File: src/rtl/link_sync_ctrl.sv
// Word-rate comma alignment and link supervision controller for the 8b/10b receive path.
// Drives the deserializer hunt/realign controls and keeps saturating error/loss statistics.
module link_sync_ctrl #(
  parameter int unsigned ACQ_COMMAS      = 3,
  parameter int unsigned ACQ_WINDOW      = 64,
  parameter int unsigned ERR_LIMIT       = 4,
  parameter int unsigned GOOD_TO_RECOVER = 4,
  parameter int unsigned ERR_CNT_W       = 16
) (
  input  logic                 byteclk,
  input  logic                 rst_n,
  input  logic                 word_valid,
  input  logic                 is_comma,
  input  logic                 code_err,
  input  logic                 disp_err,
  input  logic                 clr_cnt,
  output logic                 hunt_en,
  output logic                 realign,
  output logic                 link_up,
  output logic [1:0]           sync_state,
  output logic [ERR_CNT_W-1:0] err_count,
  output logic [7:0]           loss_count
);

  typedef enum logic [1:0] {
    HUNT    = 2'd0,
    ACQUIRE = 2'd1,
    LOCKED  = 2'd2,
    CHECK   = 2'd3
  } state_e;

  localparam logic [3:0] ACQ_N   = 4'(ACQ_COMMAS);
  localparam logic [7:0] WIN_N   = 8'(ACQ_WINDOW);
  localparam logic [3:0] ERR_N   = 4'(ERR_LIMIT);
  localparam logic [3:0] GOOD_N  = 4'(GOOD_TO_RECOVER);

  state_e               state_q, state_d;
  logic [3:0]           comma_cnt_q, comma_cnt_d;
  logic [7:0]           win_cnt_q, win_cnt_d;
  logic [3:0]           bad_q, bad_d;
  logic [3:0]           good_q, good_d;
  logic                 realign_q, realign_d;
  logic                 hunt_en_q, link_up_q;
  logic [ERR_CNT_W-1:0] err_count_q;
  logic [7:0]           loss_count_q;
  logic                 err_inc, loss_inc;
  logic                 bad_w, good_w;

  assign bad_w  = word_valid & (code_err | disp_err);
  assign good_w = word_valid & ~(code_err | disp_err);

  always_comb begin
    state_d     = state_q;
    comma_cnt_d = comma_cnt_q;
    win_cnt_d   = win_cnt_q;
    bad_d       = bad_q;
    good_d      = good_q;
    realign_d   = 1'b0;
    err_inc     = 1'b0;
    loss_inc    = 1'b0;
    unique case (state_q)
      HUNT: begin
        if (good_w && is_comma) begin
          comma_cnt_d = 4'd1;
          win_cnt_d   = '0;
          state_d     = (ACQ_N <= 4'd1) ? LOCKED : ACQUIRE;
        end
      end
      ACQUIRE: begin
        if (word_valid) begin
          win_cnt_d = win_cnt_q + 8'd1;
          // Final comma takes priority over a window expiry on the same word.
          if (good_w && is_comma && (comma_cnt_q + 4'd1 == ACQ_N)) begin
            comma_cnt_d = comma_cnt_q + 4'd1;
            state_d     = LOCKED;
          end else if (bad_w || (win_cnt_d == WIN_N)) begin
            state_d   = HUNT;
            realign_d = 1'b1;
          end else if (is_comma) begin
            comma_cnt_d = comma_cnt_q + 4'd1;
          end
        end
      end
      LOCKED: begin
        if (bad_w) begin
          err_inc = 1'b1;
          bad_d   = 4'd1;
          good_d  = '0;
          state_d = (ERR_N <= 4'd1) ? HUNT : CHECK;
        end
      end
      CHECK: begin
        if (bad_w) begin
          err_inc = 1'b1;
          bad_d   = bad_q + 4'd1;
          good_d  = '0;
          if (bad_d == ERR_N) begin
            state_d   = HUNT;
            realign_d = 1'b1;
            loss_inc  = 1'b1;
          end
        end else if (good_w) begin
          good_d = good_q + 4'd1;
          if (good_d == GOOD_N) begin
            good_d = '0;
            bad_d  = bad_q - 4'd1;
            if (bad_d == 4'd0) state_d = LOCKED;
          end
        end
      end
      default: state_d = HUNT;
    endcase
  end

  always_ff @(posedge byteclk) begin
    if (!rst_n) begin
      state_q      <= HUNT;
      comma_cnt_q  <= '0;
      win_cnt_q    <= '0;
      bad_q        <= '0;
      good_q       <= '0;
      realign_q    <= 1'b0;
      hunt_en_q    <= 1'b1;
      link_up_q    <= 1'b0;
      err_count_q  <= '0;
      loss_count_q <= '0;
    end else begin
      state_q     <= state_d;
      comma_cnt_q <= comma_cnt_d;
      win_cnt_q   <= win_cnt_d;
      bad_q       <= bad_d;
      good_q      <= good_d;
      realign_q   <= realign_d;
      hunt_en_q   <= (state_d == HUNT);
      link_up_q   <= (state_d == LOCKED) || (state_d == CHECK);
      if (clr_cnt)                      err_count_q <= '0;
      else if (err_inc && err_count_q != '1) err_count_q <= err_count_q + 1'b1;
      if (clr_cnt)                       loss_count_q <= '0;
      else if (loss_inc && loss_count_q != '1) loss_count_q <= loss_count_q + 8'd1;
    end
  end

  assign sync_state = state_q;
  assign hunt_en    = hunt_en_q;
  assign realign    = realign_q;
  assign link_up    = link_up_q;
  assign err_count  = err_count_q;
  assign loss_count = loss_count_q;

endmodule

File: config.mk
export PLATFORM = sky130hd
export DESIGN_NAME = link_sync_ctrl
export DESIGN_NICKNAME = d
export VERILOG_FILES = /design/src/rtl/link_sync_ctrl.sv
export SDC_FILE = /design/constraint.sdc
export NUM_CORES = 1
export LEC_CHECK = 0
export BUFFER_PORTS_ARGS = -buffer_cell sky130_fd_sc_hd__buf_2
export CAP_MARGIN = 20
export CELL_PAD_IN_SITES_DETAIL_PLACEMENT = 1
export CELL_PAD_IN_SITES_GLOBAL_PLACEMENT = 1
export CORE_ASPECT_RATIO = 0.6
export CORE_MARGIN = 2
export CORE_UTILIZATION = 46
export DETAILED_ROUTE_END_ITERATION = 10
export PLACE_DENSITY = 0.88
export SLEW_MARGIN = 40
export SYNTH_ARGS = -nofsm -noshare
export SYNTH_HDL_FRONTEND = slang
export SYNTH_SLANG_ARGS = --single-unit
File: constraint.sdc
create_clock -name byteclk -period 3.4 [get_ports byteclk]
set_input_delay 0.34 -clock byteclk [delete_from_list [all_inputs] [get_ports byteclk]]
set_output_delay 0.34 -clock byteclk [all_outputs]
set_load 0.1 [all_outputs]
# == Yosys cells after proc, flatten, opt, wreduce, memory -nomap -nowiden ==
# Cells that the tools add are included.
# totals
register_bits,49
out_inout_bits,29
wordCells,96
# op_classes
addsub,7
eq_ne,18
n_mux,39
bitwise,5
reduce_logical,17
# ops
cell,n
$mux W4,13
$pmux W4 S2,3
$mux W2,10
$add A16 B1 Y16 const B,1
$add A8 B1 Y8 const B,2
$mux W8,2
$ne A16 B16 Y1 const B,1
$pmux W8 S2,1
$add A4 B1 Y4 const B,3
$ne A3 B3 Y1 const B,4
$eq A2 B2 Y1 const B,4
$eq A4 B3 Y1 const B,2
$eq A8 B7 Y1 const B,1
$mux W1,8
$ne A8 B8 Y1 const B,1
$pmux W2 S4,1
$ne A2 B2 Y1 const B,3
$reduce_and A3 Y1,2
$reduce_and A5 Y1,1
$eq A4 B2 Y1 const B,1
$logic_and A1 B1 Y1,4
$logic_not A2 Y1,2
$logic_not A4 Y1,1
$reduce_and A4 Y1,1
9 further kinds,14

# == Depth between registers and ports, before layout ==
# logic_depth
ltp_word,10
depth_mapped,8
mapped_depth_nobuf,8

# == Least setup slack after synthesis ==
# Ideal clock, no wire load.
# synth_timing
path_kind,flip-flop to flip-flop
startpoint,register err_count_q[2] (netlist: err_count[2])
endpoint,register err_count_q[10] (netlist: err_count[10])
setup_time_ns,0.067
arrival_time_ns,2.265
required_ns,3.333
path_slack_ns,1.068
path_stages_with_launch,7
n_path_buf,0
period_less_slack_ns,2.332
path_cell_list,dfxtp_1 and3_2 nand4_4 nor3b_2 nand4_1 xor2_1 nor2_1
# synth_via
elab_chain_cells,2
word_cells_on_any_way,3
classes_between,1 x add/sub; 1 x eq/ne; 1 x reduce/logical
# synth_rtl
item,line,rtl
"start, declared",44,logic [ERR_CNT_W-1:0] err_count_q;
"start signal, assigned",137,else if (err_inc && err_count_q != '1) err_count_q <= err_count_q + 1'b1;
"parallel branches: the longest is 2 deep, another holds $add A16 B1 Y16",-,
# Several ways; the timed one is not identified.
# A chain may end at the register's enable or synchronous reset.

# == Final worst setup path ==
# layout_timing
startpoint,register bad_q[0]
endpoint,register hunt_en_q (netlist: hunt_en)
# layout_via
elab_chain_cells,8
word_cells_on_any_way,11
classes_between,2 x add/sub; 1 x eq/ne; 6 x mux; 2 x reduce/logical
# layout_rtl
item,line,rtl
"start, declared",40,"logic [3:0] bad_q, bad_d;"
"start signal, assigned",120,bad_q <= '0;
"start signal, assigned",131,bad_q <= bad_d;
$sub A4 B1 Y4,106,bad_d = bad_q - 4'd1;
$logic_not A4 Y1,107,if (bad_d == 4'd0) state_d = LOCKED;
$mux W2,107,
$mux W2,104,if (good_d == GOOD_N) begin
$mux W2,102,end else if (good_w) begin
$mux W2 *,93,if (bad_w) begin
$pmux W2 S4 *,61,unique case (state_q)
$logic_not A2 Y1 *,134,hunt_en_q <= (state_d == HUNT);
"end signal, assigned",134,
"end, declared",43,"logic hunt_en_q, link_up_q;"
# Mark *: on every way between the ends. The rest lies on a longest branch, timed or not.

==> metrics.txt <==
reg-to-reg critical path endpoint=hunt_en$_SDFF_PN1_; DP Area=3040 um^2; Slew @ Worst Pin=629 ps; Setup CP Type=reg2reg; RSZ-0062 raised after global routing=false; Avg Vias per Cell=5.66; Final Max Tran Viols=0; Hold Buf Count CTS=0; CP startpoint kind=register; DIE AREA=6820 um^2; #FFs+latches synth=49; initial core utilization=47.0%; WP data required=3640 ps; post-CTS sizing=0; Syn Area/Cell=8.26 um^2; ys flop type=dfxtp_1; DRT Wirelength=7500 um; CTS Buf Count=5; P_leak=1.18 nW; FF-to-FF Start=bad_q[0]$_SDFFE_PN0P_; chip height=64.8 um; DRT Pass-1 Iters=4; antenna violations before repair=0; setup violators final=0; vias in the first global route=2,408; Area Overhead vs Synth=10.9%; Core Region=6030 um^2; EDFF count, synth=0; clock skew=9.95 ps; post-route cell area=3140 um^2; status=finished, final reports clean; r2r setup slk=1280 ps; Residual DRC=0; TritonCTS clock tree=built; first-pass GRT wire length=12,300 um; H-Tree Depth=2; 1st-iter DRT viols=74; layout cell share with drive strength beyond 1=17.4%; Worst R2R Path Depth=8; WHS Endpoint=hunt_en$_SDFF_PN1_; fillers=751; max cap viols=0; Final min period=2120 ps; YS warnings=0; Min-Delay Path Class=in2reg; critical path fanouts, max=8; Power Density=337 nW/um^2; VDD IR max=0.224 mV; dpl hpwl=5540 um; clock tree buffer depth=2; # port buffers=35; Crit. Startpoint=bad_q[0]$_SDFFE_PN0P_; Post-synth ARST share=0%; die width=105 um; Final Hold Vio Count=0; CP max stage cell=dfxtp_1; Avg WL per Cell=16.4 um; Cells after Synth=343; CTS sink count=49; syn_nets=361; grt total ovfl=0; GRT Overall Usage=22.7%; Post-Route Setup TNS=0 ps; Clock Pin Slew Worst Setup and Hold Paths=90 ps; post-CTS setup buffer count=0; fin crit share=62.4%; Hold Path Stages=2; clock latency on the worst-skew pair=310 ps; gp weighted congestion=0.860; largest net degree at the start of global routing=25; worst relative slew slack=57.7%; largest stage delay on the critical path=500 ps; Seq/Total Area, Yosys=34.6%; ANT cells=0; Clock Root Buffer=clkbuf_8; hold_sp=rst_n; Fmax achieved=0.472 GHz; Critical Path AT=2360 ps; Post-Syn Area=2830 um^2; DR vias=2,593; crit path cell chain=inv_1 > ha_1 > or2_1 > o21ai_0 > mux2i_1 > o311ai_1 > nand2_1 > o31ai_2; post-synth cell types=62; CP endpoint kind=register; ANT nets after route=0; I/O pins=36; Site Rows=22; nets=391
-- per-stage QoR --
step / hold WS (ps) / worst slack, ps / std cells / power [W] / util, %
2_1_floorplan: 443 / 1070 / 343 / 0.000659 / -
3_3_place_gp: 463 / 1490 / 450 / 0.000678 / 50.4
4_1_cts: 370 / 1320 / 458 / 0.00107 / 52.1
3_5_place_dp: 475 / 1360 / 450 / 0.000680 / 50.4
6_report: 370 / 1280 / 458 / 0.00106 / 52.1
5_1_grt: 378 / 1080 / 458 / 0.00111 / 52.1
-- cell type report --
class | instances | area (um^2) | area share [%]
clock buffers | 7 | 96.3 | 3.07
clock inverters | 1 | 5.00 | 0.159
inverters | 7 | 26.3 | 0.837
multi-input cells | 274 | 1740 | 55.5
flip-flops and latches | 49 | 981 | 31.2
well taps | 84 | 105 | 3.35
repair buffers | 36 | 183 | 5.82
-- registers in the layout, summed over array words and instances (netlist names) --
name,flops
err_count,16
loss_count,8
link_up,1
bad_q,4
sync_state,2
realign,1
hunt_en,1
comma_cnt_q,4
good_q,4
win_cnt_q,8
-- worst max path at each step --
stage                                  to  cells after the start
2_1_floorplan  err_count[10]$_SDFFE_PP0P_                      6
3_3_place_gp     sync_state[0]$_SDFF_PN0_                      8
3_5_place_dp     sync_state[0]$_SDFF_PN0_                      8
4_1_cts                hunt_en$_SDFF_PN1_                      8
5_1_grt                hunt_en$_SDFF_PN1_                      8
6_report               hunt_en$_SDFF_PN1_                      8
-- Yosys cell counts, drive strengths merged, types with 3 or more instances --
cell type / count / area [um^2]
nor3: 15 / 75.1
nand2b: 3 / 18.8
or3: 4 / 25.0
a21oi: 24 / 128
nor4: 4 / 37.5
a21o: 4 / 30.0
nor3b: 3 / 27.5
nand3: 22 / 125
xnor2: 11 / 96.3
inv: 6 / 22.5
mux2i: 3 / 30.0
nor2: 48 / 183
o21ai: 19 / 98.8
and4: 6 / 52.6
ha: 11 / 138
clkbuf: 6 / 22.5
a211oi: 3 / 22.5
xor2: 11 / 104
buf: 7 / 60.1
and3: 8 / 51.3
dfxtp: 49 / 981
and2: 5 / 33.8
nand2: 33 / 124
nand4: 8 / 71.3
o21a: 3 / 30.0
-- cells in the final DEF, fill, tap and decap left out, types with 10 or more instances in the layout --
cell type,netlist,final
a21oi_1,22,22
buf_2,3,35
dfxtp_1,49,49
ha_1,11,11
nand2_1,33,33
nand3_1,19,19
nor2_1,47,47
nor3_1,15,15
o21ai_0,17,17
xnor2_1,11,11
xor2_1,10,10
-- critical path, delay by kind of cell (launching register included) --
| kind | cells | cell delay [ps] |
|---|---|---|
| multiplexers | 1 | 110 |
| AO/OA/AOI/OAI | 3 | 690 |
| adder cells (fa/ha/maj) | 1 | 250 |
| AND/OR/NAND/NOR | 2 | 350 |
| buffers and inverters | 1 | 130 |
| flip-flops | 1 | 500 |
-- where the power goes --
part | internal [W] | leakage (nW) | switching (W)
Combinational | 0.0000199 | 0.733 | 0.0000640
Clock | 0.000184 | 0.0542 | 0.000206
Sequential | 0.000577 | 0.395 | 0.00000682
-- layer usage --
metal / track usage [%] / up-vias / routed length [um]
met5: 0 / - / 0
met4: 4.17 / 0 / 40
met3: 4.93 / 4 / 263
met2: 34.8 / 42 / 3290
met1: 33.0 / 1258 / 3900
li1: - / 1289 / -
-- cell families (layout without fill, tap and decap cells) --
logic type      Yosys count  after routing  share of synthesized area [%]
compound gates           69             69                           16.4
xor+xnor                 22             22                           7.07
fa+ha+maj                11             11                           4.86
buf+inv                  20             51                           3.84
flops                    49             49                           34.6
mux                       4              4                           1.46
simple gates            168            168                           31.7
Note: power is estimated with default switching activity, not from simulation.
